[config.mk]
export PLATFORM = sky130hd
export DESIGN_NAME = frame_update_sequencer
export DESIGN_NICKNAME = d
export VERILOG_FILES = /design/src/rtl/frame_update_sequencer.sv
export SDC_FILE = /design/constraint.sdc
export NUM_CORES = 1
export LEC_CHECK = 0
export ABC_AREA = 1
export CAP_MARGIN = 40
export CORE_MARGIN = 1.5
export CORE_UTILIZATION = 48
export CTS_CLUSTER_DIAMETER = 100
export CTS_CLUSTER_SIZE = 40
export DETAILED_ROUTE_END_ITERATION = 8
export GPL_TIMING_DRIVEN = 0
export PLACE_DENSITY = 0.83
export SYNTH_ARGS = -nofsm -noshare
export SYNTH_HDL_FRONTEND = slang
export SYNTH_SLANG_ARGS = --single-unit
[constraint.sdc]
create_clock -name CLOCK_50 -period 1.55 [get_ports CLOCK_50]
set_input_delay 0.155 -clock CLOCK_50 [delete_from_list [all_inputs] [get_ports CLOCK_50]]
set_output_delay 0.155 -clock CLOCK_50 [all_outputs]
set_load 0.005 [all_outputs]
[src/rtl/frame_update_sequencer.sv]
// Runs the once-per-frame paddle/ball/collide/score update chain inside vertical blanking.
// Optional per-step watchdog is built when STEP_TIMEOUT_EN is defined.
module frame_update_sequencer #(
  parameter int TRIG_ROW     = 511,
  parameter int DEADLINE_ROW = 30,
  parameter int STEP_TIMEOUT = 4095,
  parameter int FCNT_W       = 16
) (
  input  logic              CLOCK_50,
  input  logic              reset,
  input  logic [8:0]        row,
  input  logic              enable,
  input  logic              clr_status,
  input  logic [3:0]        done,
  output logic [3:0]        start,
  output logic              busy,
  output logic              frame_done,
  output logic              abort,
  output logic              overrun,
  output logic              timeout,
  output logic [FCNT_W-1:0] frame_count
);

  typedef enum logic {IDLE = 1'b0, WAIT = 1'b1} state_t;

  state_t            state_q, state_d;
  logic [1:0]        step_q, step_d;
  logic [3:0]        start_q, start_d;
  logic              busy_q, busy_d;
  logic              fdone_q, fdone_d;
  logic              abort_q, abort_d;
  logic              ovr_q, ovr_d;
  logic [FCNT_W-1:0] fcnt_q, fcnt_d;
  logic              trig_prev_q, dl_prev_q;
  logic              trig_hit_s, dl_hit_s, trig_s, dl_s;
  logic              done_hit_s, wd_hit_s, ovr_set_s;

  assign trig_hit_s = (row == 9'(TRIG_ROW));
  assign dl_hit_s   = (row == 9'(DEADLINE_ROW));
  assign trig_s     = trig_hit_s & ~trig_prev_q;
  assign dl_s       = dl_hit_s & ~dl_prev_q;
  // done is ignored while the matching start pulse is still high.
  assign done_hit_s = (state_q == WAIT) & done[step_q] & ~start_q[step_q];

`ifdef STEP_TIMEOUT_EN
  localparam int CW = $clog2(STEP_TIMEOUT + 1);
  logic [CW-1:0] cnt_q, cnt_d;
  logic          to_q, to_d, to_set_s;

  assign wd_hit_s = (state_q == WAIT) & (cnt_q == CW'(STEP_TIMEOUT)) & ~done_hit_s;
  // A forced advance that loses to a deadline abort is not reported as a timeout.
  assign to_set_s = wd_hit_s & ~(dl_s & (step_q != 2'd3));

  // Watchdog counter and sticky timeout next-state.
  always_comb begin
    cnt_d = cnt_q;
    if (|start_d) begin
      cnt_d = '0;
    end else if (state_q == WAIT) begin
      cnt_d = cnt_q + CW'(1);
    end else begin
      cnt_d = '0;
    end
    to_d = to_set_s ? 1'b1 : (clr_status ? 1'b0 : to_q);
  end

  // Watchdog registers.
  always_ff @(posedge CLOCK_50 or posedge reset) begin
    if (reset) begin
      cnt_q <= '0;
      to_q  <= 1'b0;
    end else begin
      cnt_q <= cnt_d;
      to_q  <= to_d;
    end
  end

  assign timeout = to_q;
`else
  logic [31:0] unused_cfg_s;
  assign unused_cfg_s = 32'(STEP_TIMEOUT);
  assign wd_hit_s     = 1'b0;
  assign timeout      = 1'b0;
`endif

  // Sequencer next-state and pulse generation; completion of step 3 beats the deadline.
  always_comb begin
    state_d   = state_q;
    step_d    = step_q;
    start_d   = 4'b0000;
    fdone_d   = 1'b0;
    abort_d   = 1'b0;
    fcnt_d    = fcnt_q;
    ovr_set_s = 1'b0;
    case (state_q)
      IDLE: begin
        if (trig_s && enable) begin
          state_d = WAIT;
          step_d  = 2'd0;
          start_d = 4'b0001;
        end else begin
          state_d = IDLE;
        end
      end
      WAIT: begin
        ovr_set_s = trig_s;
        if ((done_hit_s || wd_hit_s) && (step_q == 2'd3)) begin
          state_d = IDLE;
          step_d  = 2'd0;
          fdone_d = 1'b1;
          fcnt_d  = fcnt_q + FCNT_W'(1);
        end else if (dl_s) begin
          state_d   = IDLE;
          step_d    = 2'd0;
          abort_d   = 1'b1;
          ovr_set_s = 1'b1;
        end else if (done_hit_s || wd_hit_s) begin
          step_d  = step_q + 2'd1;
          start_d = 4'b0001 << (step_q + 2'd1);
        end else begin
          state_d = WAIT;
        end
      end
      default: begin
        state_d = IDLE;
        step_d  = 2'd0;
      end
    endcase
    busy_d = (state_d == WAIT);
    ovr_d  = ovr_set_s ? 1'b1 : (clr_status ? 1'b0 : ovr_q);
  end

  // State, pulse and status registers; edge detectors reset high to suppress a trigger out of reset.
  always_ff @(posedge CLOCK_50 or posedge reset) begin
    if (reset) begin
      state_q     <= IDLE;
      step_q      <= 2'd0;
      start_q     <= 4'b0000;
      busy_q      <= 1'b0;
      fdone_q     <= 1'b0;
      abort_q     <= 1'b0;
      ovr_q       <= 1'b0;
      fcnt_q      <= '0;
      trig_prev_q <= 1'b1;
      dl_prev_q   <= 1'b1;
    end else begin
      state_q     <= state_d;
      step_q      <= step_d;
      start_q     <= start_d;
      busy_q      <= busy_d;
      fdone_q     <= fdone_d;
      abort_q     <= abort_d;
      ovr_q       <= ovr_d;
      fcnt_q      <= fcnt_d;
      trig_prev_q <= trig_hit_s;
      dl_prev_q   <= dl_hit_s;
    end
  end

  assign start       = start_q;
  assign busy        = busy_q;
  assign frame_done  = fdone_q;
  assign abort       = abort_q;
  assign overrun     = ovr_q;
  assign frame_count = fcnt_q;

endmodule

-- Word-level counts from Yosys, hierarchy flattened
Index checks and enable logic that the tools add are counted.
- output and inout bits: 25
- bits of input ports: 17
- logic and storage cells: 59
- flip-flop bits (word level): 28
- shift operators: 1
- multiplexer cells: 28
- bitwise gates (word level): 8
- reductions and logical operators: 5
- $add $sub $neg: 2
- $lt $le $gt $ge: 1
- equal/unequal tests: 5
- operators by type and width (cell ; number):
    $add 16x1->16 const B ; 1
    $mux 1 ; 16
    $mux 4 ; 3
    $eq 9x5->1 const B ; 1
    $eq 9x9->1 const B ; 1
    $mux 2 ; 4
    $pmux 4 s2 ; 1
    $and 1x1->1 ; 4
    $bmux 1 s2 ; 2
    $ne 4x1->1 const B ; 1
    $not 1->1 ; 4
    $pmux 2 s2 ; 1
    $reduce_and 2->1 ; 2
    $shl 1x2->4 const A ; 1
    $lt 2x3->1 const B ; 1
    $add 2x1->2 const B ; 1
    $eq 2x2->1 const B ; 1
    $logic_and 1x1->1 ; 2
    $ne 2x2->1 const B ; 1
    $pmux 1 s2 ; 1
    $reduce_bool 2->1 ; 1

-- Logic depth before layout (Yosys ltp)
- word-level depth: 8
- gate-level depth with buffers: 10
- depth with buffers taken out: 10

-- Worst setup path before layout
OpenSTA, ideal clock, no wires.
- path kind: register to register
- start point: reg fcnt_q[0], in the netlist frame_count[0]
- end point: reg fcnt_q[14], in the netlist frame_count[14]
- setup time: 0.116 ns
- arrival: 1.256 ns
- clock period less this slack: 1.373 ns
- cell stages (with the launch flop): 11
- required time: 1.434 ns
- path buffers: 0
- setup slack: 0.177 ns
- path through: dfrtp_1 > ha_1 > nand3_1 > nor2_1 > inv_2 > nor2_2 > nand2_1 > nand2_1 > nand2_1 > nand2_1 > nand2_1
- longest elaborated chain between the ends: 1
- RTL lines (item ; RTL line ; text):
    from (decl) ; 33 ; logic [FCNT_W-1:0] fcnt_q, fcnt_d;
    from (signal assigned) ; 154 ; fcnt_q <= fcnt_d;
    $add 16x1->16 ; 111 ; fcnt_d = fcnt_q + FCNT_W'(1);
Every way passes these cells.
A chain may end at the register's enable or synchronous reset.

-- Worst setup path after layout
- start point: reg fcnt_q[3], in the netlist frame_count[3]
- end point: out frame_count[3]
- RTL lines (item ; RTL line ; text):
    to (decl) ; 21 ; output logic [FCNT_W-1:0] frame_count
No word-level cell between the ends.

==> tab_implementation.tex <==
\begin{tabular}{lr}
\hline
Metric & Value \\
\hline
\multicolumn{2}{l}{\textbf{Pwr}} \\
\quad Switching power summed over all nets & 284 uW \\
\quad Internal cell power & 1.05 mW \\
\quad Net switching share of the total power & 21.2\% \\
\quad Static leakage & 1.02 nW \\
\quad PwrDens & 611 nW/um\^{}2 \\
\quad Sum of internal, switching and leakage power & 1.34 mW \\
\quad Worst voltage drop across the vdd grid & 411 uV \\
\quad Portion of total power attributed to sequential cells & 55.1\% \\
\quad Logic pwr share & 7.8\% \\
\quad Fraction of power consumed by the clock network & 37.1\% \\
\multicolumn{2}{l}{\textbf{Clocking}} \\
\quad Later-pin clock latency in the skew report & 0.34 ns \\
\quad Number of buffers added by the clock tree synthesis step & 3 \\
\quad \# hold bufs at CTS & 0 \\
\quad Clock root buffer master & clkbuf\_4 \\
\quad Maximum level of the CTS H-tree & 1 \\
\quad Number of sinks driven by the clock tree & 28 \\
\quad Clk pin slew, worst setup/hold paths & 0.17 ns \\
\quad Deepest clock path buffer count & 2 \\
\quad CTS tree & yes \\
\multicolumn{2}{l}{\textbf{Global route}} \\
\quad Pin count of the biggest net entering global routing & 22 \\
\quad Gr ovfl total & 0 \\
\quad Global-route wire length before repair & 5510 um \\
\quad Number of antenna violations at the first check in global routing & 0 \\
\quad Via count of the first global-routing pass & 1247 \\
\quad Global-route usage over all layers & 19.8\% \\
\multicolumn{2}{l}{\textbf{Outcome}} \\
\quad Outcome & completed \\
\multicolumn{2}{l}{\textbf{Timing}} \\
\quad Timing-limited maximum frequency & 0.668 GHz \\
\quad Clock tree skew after final layout & 0.0102 ns \\
\quad Total negative slack & 0 ns \\
\quad Time the final worst path needs with I/O delays and setup & 1.50 ns \\
\quad Worst hold-check slack & 0.0669 ns \\
\quad Final count of pins violating max slew & 0 \\
\quad Number of failing hold endpoints at the final stage & 0 \\
\quad Final count of negative-setup-slack endpoints & 0 \\
\quad Unrepaired setup endpoints after global routing & true \\
\quad Share of the clock period used by the worst path after layout & 96.6\% \\
\quad Worst Slack Setup Final & 0.0531 ns \\
\multicolumn{2}{l}{\textbf{Placed design}} \\
\quad DPL Wire Length & 2560 um \\
\quad Final weighted congestion in routability-driven placement & 0.859 \\
\quad Cell area reported after detailed placement & 2070 sq um \\
\quad Pre-CTS setup slack & -0.000669 ns \\
\quad Count of input and output buffers & 40 \\
\quad Dpl cells & 290 \\
\multicolumn{2}{l}{\textbf{Route}} \\
\quad Final WL & 3460 um \\
\quad TritonRoute pass-1 iters & 4 \\
\quad DRC viols & 0 \\
\quad Routed length per placed instance & 11.6 um \\
\quad Post-route ant nets & 0 \\
\quad Mean number of vias per cell & 4.87 \\
\quad DRT iter0 DRCs & 46 \\
\quad Via count & 1450 \\
\multicolumn{2}{l}{\textbf{Critical path}} \\
\quad Highest net fanout along the worst path & 5 \\
\quad Critical path capture point type & output port \\
\quad Endpoint of the worst register-to-register path & frame\_count[14] \\
\quad Family of cells with the greatest summed delay on the critical path & buffers and inverters \\
\quad Type of origin of the critical path & register \\
\quad Delay contributed by the slowest stage of the critical path & 0.53 ns \\
\quad Number of cells traversed by the worst register-to-register path & 10 \\
\quad Crit Reg-Reg Startpoint & frame\_count[1] \\
\quad Endpoint required time on the critical path & 1.39 ns \\
\quad Slowest CP cell & clkdlybuf4s50\_1 \\
\quad CP cell instances & clkdlybuf4s50\_1 \\
\quad Crit path kind & register to output port \\
\quad Minimum setup slack among reg-to-reg paths & 0.07 ns \\
\quad Worst Path Buf+Inv & 1 \\
\quad Data arrival time of the worst path & 1.34 ns \\
\multicolumn{2}{l}{\textbf{Synthesis}} \\
\quad Synthesized area per cell & 7.76 sq um \\
\quad Proportion of netlist area held by the largest area contributor & 40.9\% \\
\quad Cell types occupying the most area after synthesis & dfrtp\_1 (41\%), nand2\_1 (13\%), inv\_1 (6.8\%) \\
\quad Net count after synthesis & 227 \\
\quad Number of synthesis warnings & 0 \\
\quad Cells after synthesis & 205 \\
\quad Sequential-to-total area share from yosys stat & 44.2\% \\
\quad Number of register bits inferred by synthesis & 28 \\
\quad Post-synth top area cell & dfrtp\_1 \\
\quad Cell area after technology mapping & 1590 sq um \\
\quad Count of unique library cells instantiated by Yosys & 25 \\
\multicolumn{2}{l}{\textbf{Floorplan}} \\
\quad Die area & 3670 sq um \\
\quad Vertical extent of the die & 60.6 um \\
\quad Core outline area & 3100 sq um \\
\quad Die W & 60.6 um \\
\quad Number of rows in the core area & 20 \\
\quad Starting density of the core & 51.3\% \\
\quad Io pins & 42 \\
\multicolumn{2}{l}{\textbf{Final layout}} \\
\quad Fin area & 2190 sq um \\
\quad Signed area change from the synthesized netlist to the final layout & 37.6\% \\
\quad Count of inserted antenna diode cells & 0 \\
\quad Final Non-Filler Cells & 298 \\
\quad Fraction of the core area covered by cells at the end of the flow & 70.6\% \\
\quad Proportion of layout cells with a drive suffix above 1 & 13.8\% \\
\quad Count of filler cells inserted in the layout & 261 \\
\quad Final Net Count & 277 \\
\multicolumn{2}{l}{\textbf{Min path}} \\
\quad Class of the most critical hold timing path & primary input to asynchronous set/reset pin \\
\multicolumn{2}{l}{\textbf{Run}} \\
\quad Max-cap violation count & 0 \\
\hline
\end{tabular}
worst max-delay path by stage:
| stage | endpoint | slack (ns) | cells past startpoint | startpoint |
|---|---|---|---|---|
| 2_1_floorplan | frame_count[14] | 0.18 | 10 | frame_count[0] |
| 3_3_place_gp | overrun | 0.02 | 7 | done[3] |
| 3_5_place_dp | frame_count[9] | -0.0007 | 8 | done[1] |
| 4_1_cts | frame_count[14] | 0.02 | 10 | frame_count[1] |
| 5_1_grt | frame_count[14] | -0.07 | 10 | frame_count[1] |
| 6_report | frame_count[3] | 0.05 | 1 | frame_count[3] |
flip-flops by register name (all words and copies together), names as in the netlist:
| name | flops |
|---|---|
| dl_prev_q | 1 |
| frame_count | 16 |
| busy | 1 |
| abort | 1 |
| overrun | 1 |
| frame_done | 1 |
| start | 4 |
| trig_prev_q | 1 |
| step_q | 2 |
cell usage in the layout, fill, tap and decap left out, types with 2 or more instances in the layout:
cell type        instances
nand3_1                 19
buf_4                    6
o21ai_1                  8
clkdlybuf4s50_1         40
nor2_4                   2
nor3_1                   6
inv_1                   29
nor2_2                   2
dfrtp_1                 22
nor2_1                  22
dfstp_2                  2
inv_2                    4
nand4_1                  4
nand3_2                  4
xnor2_1                  2
nand2_1                 54
clkbuf_4                 3
nand3b_1                 5
ha_1                     4
dfrtp_2                  4
area by class of cell:
class	instances	area, sq um	share of cell area [%]
Clock inverter	1	30.0	1.37
Sequential cell	28	708	32.3
Inverter	33	124	5.66
Multi-Input combinational cell	140	746	34.1
Tap cell	44	55.1	2.51
Buffer	4	33.8	1.54
Timing Repair Buffer	45	470	21.5
Clock buffer	3	22.5	1.03
layer usage:
layer	vias to the layer above	routed length [um]	GRT usage [%]
met3	8	149	2.56
met4	0	65	7.76
met5	-	0	0
met2	39	1590	32.1
met1	663	1650	27.1
li1	740	-	-
power groups by stage:
| stage | logic, mW | clock network (mW) | registers, mW |
|---|---|---|---|
| finish | 0.105 | 0.496 | 0.737 |
| global route | 0.116 | 0.531 | 0.738 |
| CTS | 0.101 | 0.491 | 0.739 |
| detailed placement | 0.100 | 0 | 0.752 |
| global placement | 0.0893 | 0 | 0.752 |
| floorplan | 0.0383 | 0 | 0.751 |
repair_timing:
action | in CTS | in global routing
gates cloned | 0 | 0
endpoints found under the setup margin | 2 | 18
buffers inserted | 0 | 4
pin swaps | 0 | 3
gates resized for setup | 2 | 6
cell families (layout without fill, tap and decap cells):
kind of cell | after synthesis | in the layout | share of synthesized area, %
AOI/OAI and AO/OA | 10 | 10 | 3.30
adders and majority gates | 5 | 5 | 3.93
and+or+nand+nor | 121 | 121 | 36.8
buffers and inverters | 37 | 86 | 9.90
xor gates and xnor gates | 3 | 3 | 1.65
DFF | 28 | 28 | 44.2
other | 1 | 1 | 0.236
cells in the mapped netlist:
| cell | instances |
|---|---|
| nor2_2 | 2 |
| nand3b_1 | 5 |
| inv_1 | 29 |
| a21oi_1 | 1 |
| dfrtp_1 | 26 |
| nand4_1 | 4 |
| nor2_4 | 1 |
| nand3_4 | 1 |
| nand3_2 | 3 |
| conb_1 | 1 |
| o21ai_1 | 8 |
| buf_4 | 3 |
| nor2_1 | 23 |
| xnor2_1 | 2 |
| ha_1 | 5 |
| nand2_1 | 54 |
| nor2_8 | 1 |
| dfstp_2 | 2 |
| buf_6 | 1 |
| o211ai_1 | 1 |
| xor2_1 | 1 |
| nand3_1 | 20 |
| nor3_1 | 6 |
| nand4_2 | 1 |
| inv_2 | 4 |
Power figures use the tool's default switching activity.
==> patch 1: new RTL, same settings <==
Change the parameter `FCNT_W` from 16 to 32.
--- a/src/rtl/frame_update_sequencer.sv
+++ b/src/rtl/frame_update_sequencer.sv
@@ -4,7 +4,7 @@
   parameter int TRIG_ROW     = 511,
   parameter int DEADLINE_ROW = 30,
   parameter int STEP_TIMEOUT = 4095,
-  parameter int FCNT_W       = 16
+  parameter int FCNT_W       = 32
 ) (
   input  logic              CLOCK_50,
   input  logic              reset,
Interface: changed (resized frame_count); port bits go from 42 to 58. No check against the original RTL was run, so the function may have changed too.
==> patch 1 against the original RTL <==
  * The flow now finishes with violations (setup timing)
  * Final cell count grew 85%
  * Wire length grew 140%
  * Maximum frequency shrank 5.7%
  * Power grew 53%
  * Area after synthesis grew 75%
  * Via count grew 97%
  * Synthesized cell count grew 91%
  * Sequential share of layout area shrank 4.5 points
  * Sequential cell count grew 16
  * Setup slack lost 0.090 ns
  * Final area grew 83%
==> patch 1: results (changes against the original RTL) <==
set qor(status) {complete, but fails checks}
set qor(violated_checks) {setup timing}
set qor(first_drt_iteration_drcs) 193 ;# +320%
set qor(vias_in_the_first_global_route) 2632 ;# +110%
set qor(groute.layer.met2.usage) 0.458 ;# +0.137
set qor(synthTopCellsByCount) {sky130_fd_sc_hd__nand2_1, sky130_fd_sc_hd__nor2_1, sky130_fd_sc_hd__dfrtp_1, sky130_fd_sc_hd__inv_1, sky130_fd_sc_hd__nand3_1}
set qor(p_leak_nw) 1.76 ;# +73%
set qor(setup-violations-final) 10 ;# +10
set qor(finalWeightedCongestion) 0.957 ;# +11%
set qor(cts_max_level) 2 ;# +1
set qor(portBuffers) 56 ;# +40%
set qor(first_pass_iters) 4 ;# unchanged
set qor(clk_pin_slew_ns) 0.09 ;# -0.08 ns
set qor(synth_top_cells_by_area) {sky130_fd_sc_hd__dfrtp_1, sky130_fd_sc_hd__nand2_1, sky130_fd_sc_hd__nor2_1}
set qor(largest_register_ffs) 32 ;# +16
set qor(critical-path-slowest-cell) {sky130_fd_sc_hd__dfrtp_2}
set qor(met1_usage) 0.317 ;# +0.0455
set qor(filler_cell_count) 457 ;# +75%
set qor(m1WireLength_mm) 3.33 ;# +100%
set qor(timing.hold.ws_ns) 0.175 ;# +0.108 ns
set qor(wl_met3_um) 508 ;# +240%
set qor(avgViaCountPerCell) 5.19 ;# +6.6%
set qor(hold_path.class) {primary input to async pin}
set qor(final.setup.tns_ns) -0.223 ;# -0.223 ns
set qor(placed_cells_incl_taps) 520 ;# +79%
set qor(detailed_place_hpwl_mm) 5.62 ;# +120%
set qor(critical_path_peak_fanout) 6 ;# +1
set qor(finalWorstSetupSlack_ns) -0.0366 ;# -0.0897 ns
set qor(max_stage_delay_ns) 0.46 ;# -0.07 ns
set qor(cts-buffers-inserted) 5 ;# +2
set qor(design.final.nets) 500 ;# +81%
set qor(finalCritPeriodShare) 1.02 ;# +0.0579
set qor(syn_nets) 413 ;# +82%
set qor(grt_start_max_net_pins) 27 ;# +23%
set qor(layout-drive-gt1-share) 0.228 ;# +0.0898
set qor(groute.layer.met3.usage) 0.0540 ;# +0.0284
set qor(internal_power_mw) 1.57 ;# +49%
set qor(sum_of_met2_wire_segment_lengths_after_detailed_routing_mm) 4.25 ;# +170%
set qor(clock-root-buffer) {sky130_fd_sc_hd__clkbuf_8}
set qor(seq_area_frac_synth) 0.396 ;# -0.0458
set qor(clock_insertion_delay_worst_skew_ns) 0.30 ;# -0.04 ns
set qor(synth_cell_type_count) 33 ;# +32%
set qor(detail_route.wirelength_mm) 8.19 ;# +140%
set qor(clock-skew-final_ns) 0.00549 ;# -0.00474 ns
set qor(route.vias.total) 2859 ;# +97%
set qor(irDropWorstVdd_uv) 420 ;# +2.0%
set qor(cp.arrival_ns) 1.78 ;# +0.44 ns
set qor(timing.critical_path.max_delay_family) {simple AND/OR/NAND/NOR gates}
set qor(wire_length_of_the_first_global_routing_pass_mm) 12.4 ;# +130%
set qor(top_signal_layer_used) {met4}
set qor(postSynthAreaPerCell_um2) 7.13 ;# -8.2%
set qor(groute.usage.overall) 0.258 ;# +0.0596
## patch 1: changes by cell type in the layout (fill, tap and decap cells not counted), moves of 6 or more
cell and change:
sky130_fd_sc_hd__nand2_1 +86, sky130_fd_sc_hd__clkdlybuf4s50_1 +16, sky130_fd_sc_hd__buf_4 +14, sky130_fd_sc_hd__nor2_1 +14, sky130_fd_sc_hd__nand2_2 +13, sky130_fd_sc_hd__dfrtp_1 +12, sky130_fd_sc_hd__nand3b_1 +10, sky130_fd_sc_hd__nand3_1 -7
sky130_fd_sc_hd__nor2_2 +7, sky130_fd_sc_hd__clkbuf_8 +6, sky130_fd_sc_hd__nand4_1 +6
## patch 1: power groups by stage
stage / combinational, mW / sequential (mW) / clock [mW]
4_1_cts: 0.116 / 1.15 / 0.781
5_1_grt: 0.143 / 1.15 / 0.837
2_1_floorplan: 0.0483 / 1.17 / 0
3_3_place_gp: 0.104 / 1.17 / 0
3_5_place_dp: 0.114 / 1.17 / 0
6_report: 0.129 / 1.15 / 0.768
## patch 1: cells by family after synthesis
kind of cell / synth area share
simple gates: 0.445
buf+inv: 0.0822
flops: 0.396
compound gates: 0.0278
xor+xnor: 0.0251
fa+ha+maj: 0.0225
other cells: 0.00135
## patch 1: worst paths after layout
check                                             from                           to  cells past startpoint
setup / recovery                 step_q[0]$_DFFE_PP0P_  frame_count[21]$_DFFE_PP0P_                     10
hold / removal                                   reset  frame_count[15]$_DFFE_PP0P_                      2
setup reg to reg                 step_q[0]$_DFFE_PP0P_  frame_count[21]$_DFFE_PP0P_                     10
hold reg to reg            frame_count[31]$_DFFE_PP0P_  frame_count[31]$_DFFE_PP0P_                      2
max in group asynchronous                        reset        trig_prev_q$_DFF_PP1_                      3
min in group CLOCK_50                           row[0]        trig_prev_q$_DFF_PP1_                      3
## patch 1: area by class of cell
| cell class | instances | area (um^2) | share of cell area |
|---|---|---|---|
| Buffer | 9 | 105 | 0.0262 |
| Tap cell | 72 | 90.1 | 0.0225 |
| Sequential cell | 44 | 1110 | 0.278 |
| Clock inverter | 2 | 10.0 | 0.00250 |
| Inverter | 39 | 146 | 0.0365 |
| Multi-Input combinational cell | 299 | 1640 | 0.408 |
| Timing Repair Buffer | 80 | 822 | 0.205 |
| Clock buffer | 6 | 82.6 | 0.0206 |
## patch 1: repair_timing
| action | 4_1_cts | 5_1_grt |
|---|---|---|
| gates cloned | 0 | 3 |
| pin swaps | 0 | 19 |
| buffers inserted | 5 | 15 |
| hold buffers | 0 | 0 |
| setup endpoints to repair | 21 | 38 |
| resized for setup | 5 | 62 |
## patch 1: per-stage QoR
step	instance area [um^2]	worst slack, ns	utilization
after floorplan	2790	0.105	-
after global placement	3440	-0.542	0.620
after detailed placement	3460	-0.132	0.624
after CTS	3610	0.00137	0.652
after global routing	4010	-0.0896	0.723
final	4010	-0.0366	0.723
==> patch 2: new RTL, config.mk and constraints unchanged <==
Without the edit above. The output `frame_done` loses its register stage (`fdone_q` becomes a continuous assignment).
--- a/src/rtl/frame_update_sequencer.sv
+++ b/src/rtl/frame_update_sequencer.sv
@@ -137,7 +137,6 @@
       step_q      <= 2'd0;
       start_q     <= 4'b0000;
       busy_q      <= 1'b0;
-      fdone_q     <= 1'b0;
       abort_q     <= 1'b0;
       ovr_q       <= 1'b0;
       fcnt_q      <= '0;
@@ -148,7 +147,6 @@
       step_q      <= step_d;
       start_q     <= start_d;
       busy_q      <= busy_d;
-      fdone_q     <= fdone_d;
       abort_q     <= abort_d;
       ovr_q       <= ovr_d;
       fcnt_q      <= fcnt_d;
@@ -156,6 +154,8 @@
       dl_prev_q   <= dl_hit_s;
     end
   end
+
+  assign fdone_q = fdone_d;
 
   assign start       = start_q;
   assign busy        = busy_q;
Formal check against the unedited RTL: not equivalent (Yosys sat finds a counterexample within 10 cycles, from zero or initial values and one cycle with reset high).
==> patch 2 against the original RTL <==
  * The run now ends with setup timing left
  * Final area is 2.2% higher
  * Sequential cell count down 1
  * Area after synthesis is 0.24% lower
  * Wire length rose by 7.5%
  * Global-route usage up 1.2 points
  * Setup slack lost 0.082 ns
  * Register-to-register slack worse by 0.099 ns
  * Power shrank 15%
  * Critical endpoint is now frame_count[0]$_DFFE_PP0P_
  * Largest power group unchanged
==> patch 2: results (changes against the original RTL) <==
set qor(status) {complete, but fails checks}
set qor(violated_checks) {setup timing}
set qor(cp.arrival_ns) 1.82 ;# +0.48 ns
set qor(cts-buffers-inserted) 3 ;# unchanged
set qor(design.final.nets) 287 ;# +3.6%
set qor(syn_nets) 230 ;# +1.3%
set qor(clock-skew-final_ns) 0.00815 ;# -0.00208 ns
set qor(detailed_place_hpwl_mm) 2.55 ;# -0.18%
set qor(groute.layer.met2.usage) 0.335 ;# +0.0144
set qor(antenna_found_initial) 0 ;# unchanged
set qor(routedWlPerCell_um) 12.1 ;# +4.0%
set qor(top_signal_layer_used) {met4}
set qor(groute.layer.met3.usage) 0.0341 ;# +0.00853
set qor(layoutNonFillerInstCount) 308 ;# +3.4%
set qor(synth_top_cells_by_area) {sky130_fd_sc_hd__dfrtp_1, sky130_fd_sc_hd__nand2_1, sky130_fd_sc_hd__inv_1}
set qor(wire_length_of_the_first_global_routing_pass_mm) 5.73 ;# +3.9%
set qor(m1WireLength_mm) 1.70 ;# +2.8%
set qor(synthTopCellsByCount) {sky130_fd_sc_hd__nand2_1, sky130_fd_sc_hd__inv_1, sky130_fd_sc_hd__dfrtp_1, sky130_fd_sc_hd__nor2_1, sky130_fd_sc_hd__nand3_1}
set qor(final.setup.tns_ns) -0.0582 ;# -0.0582 ns
set qor(setup-violations-final) 4 ;# +4
set qor(postSynthAreaPerCell_um2) 7.63 ;# -1.7%
set qor(cts_max_level) 1 ;# unchanged
set qor(irDropWorstVdd_uv) 382 ;# -7.2%
set qor(met1_usage) 0.290 ;# +0.0190
set qor(finalWorstSetupSlack_ns) -0.0286 ;# -0.0817 ns
set qor(sum_of_met2_wire_segment_lengths_after_detailed_routing_mm) 1.75 ;# +10%
set qor(synth_cell_type_count) 29 ;# +16%
set qor(critical_path_peak_fanout) 6 ;# +1
set qor(insertedDiodeCount) 0 ;# unchanged
set qor(groute.usage.overall) 0.210 ;# +0.0120
set qor(avgViaCountPerCell) 4.90 ;# +0.69%
set qor(finalWeightedCongestion) 0.917 ;# +6.7%
set qor(first_drt_iteration_drcs) 111 ;# +140%
set qor(wl_met3_um) 209 ;# +40%
set qor(p_leak_nw) 1.01 ;# -0.36%
set qor(power.switching_fraction) 0.239 ;# +0.0271
set qor(seq_area_frac_synth) 0.427 ;# -0.0147
set qor(yosys_warnings) 0 ;# unchanged
set qor(vias_in_the_first_global_route) 1317 ;# +5.6%
set qor(timing.critical_path.max_delay_family) {buffers and inverters}
set qor(clk_pin_slew_ns) 0.15 ;# -0.02 ns
set qor(max_stage_delay_ns) 0.48 ;# -0.05 ns
set qor(yosys_most_used_dff) {sky130_fd_sc_hd__dfrtp_1}
set qor(detailed_place.area_um2) 2070 ;# -0.18%
set qor(grt_start_max_net_pins) 19 ;# -14%
set qor(detailedPlace.worstSlack_ns) -0.376 ;# -0.375 ns
set qor(critical-path-slowest-cell) {sky130_fd_sc_hd__dfrtp_2}
set qor(hold_path.class) {primary input to async pin}
set qor(layout-drive-gt1-share) 0.182 ;# +0.0440
set qor(largest_register_ffs) 16 ;# unchanged
[patch 2: cell types whose count changed in the layout (fill, tap and decap cells not counted), moves of 3 or more]
cell	before	now
sky130_fd_sc_hd__dfrtp_1	22	19
sky130_fd_sc_hd__nand2_2	0	3
sky130_fd_sc_hd__nand3_1	19	15
sky130_fd_sc_hd__inv_1	29	37
sky130_fd_sc_hd__nand2_1	54	50
sky130_fd_sc_hd__inv_2	4	1
sky130_fd_sc_hd__nand3b_1	5	2
sky130_fd_sc_hd__buf_4	6	11
[patch 2: path summary, 6_finish.rpt]
kind | from | endpoint | slack [ns] | cells past startpoint
worst max-delay path | step_q[0]$_DFFE_PP0P_ | frame_count[0]$_DFFE_PP0P_ | -0.03 | 8
worst max register to register | step_q[0]$_DFFE_PP0P_ | frame_count[0]$_DFFE_PP0P_ | -0.03 | 8
min in group CLOCK_50 | row[1] | dl_prev_q$_DFF_PP1_ | 0.36 | 3
worst min register to register | frame_count[0]$_DFFE_PP0P_ | frame_count[0]$_DFFE_PP0P_ | 0.53 | 1
worst min-delay path | reset | frame_count[1]$_DFFE_PP0P_ | 0.1 | 2
max in group asynchronous | reset | dl_prev_q$_DFF_PP1_ | 0.92 | 3
[patch 2: repair_timing]
| item | 4_1_cts | 5_1_grt |
|---|---|---|
| setup endpoints to repair | 2 | 12 |
| hold buffers | 0 | 0 |
| gates resized for setup | 10 | 9 |
| pin swaps | 1 | 2 |
| cloned | 0 | 1 |
| buffers inserted | 6 | 4 |
[patch 2: cell families (layout without fill, tap and decap cells)]
| kind of cell | Yosys count | in the layout | synth area share |
|---|---|---|---|
| XOR/XNOR | 4 | 4 | 0.0221 |
| AND/OR/NAND/NOR | 114 | 114 | 0.350 |
| AO/OA/AOI/OAI | 14 | 14 | 0.0481 |
| buffers and inverters | 43 | 99 | 0.111 |
| flip-flops | 27 | 27 | 0.427 |
| adder cells (fa/ha/maj) | 5 | 5 | 0.0394 |
| other | 1 | 1 | 0.00236 |
[patch 2: power by group through the flow]
stage | Clock [mW] | Sequential (mW) | Combinational (mW)
2_1_floorplan | 0 | 0.724 | 0.0397
3_3_place_gp | 0 | 0.725 | 0.0918
3_5_place_dp | 0 | 0.725 | 0.101
4_1_cts | 0.316 | 0.713 | 0.110
5_1_grt | 0.352 | 0.712 | 0.129
6_report | 0.316 | 0.711 | 0.116
[patch 2: layout make-up]
| type | instances | area (um^2) |
|---|---|---|
| timing repair buffer | 52 | 523 |
| sequential | 27 | 686 |
| multi-input combinational | 138 | 761 |
| inverter | 40 | 153 |
| tap | 44 | 55.1 |
| clock buffer | 3 | 22.5 |
| clock inverter | 1 | 5.00 |
| buffer | 3 | 33.8 |
| fill | 252 | 865 |
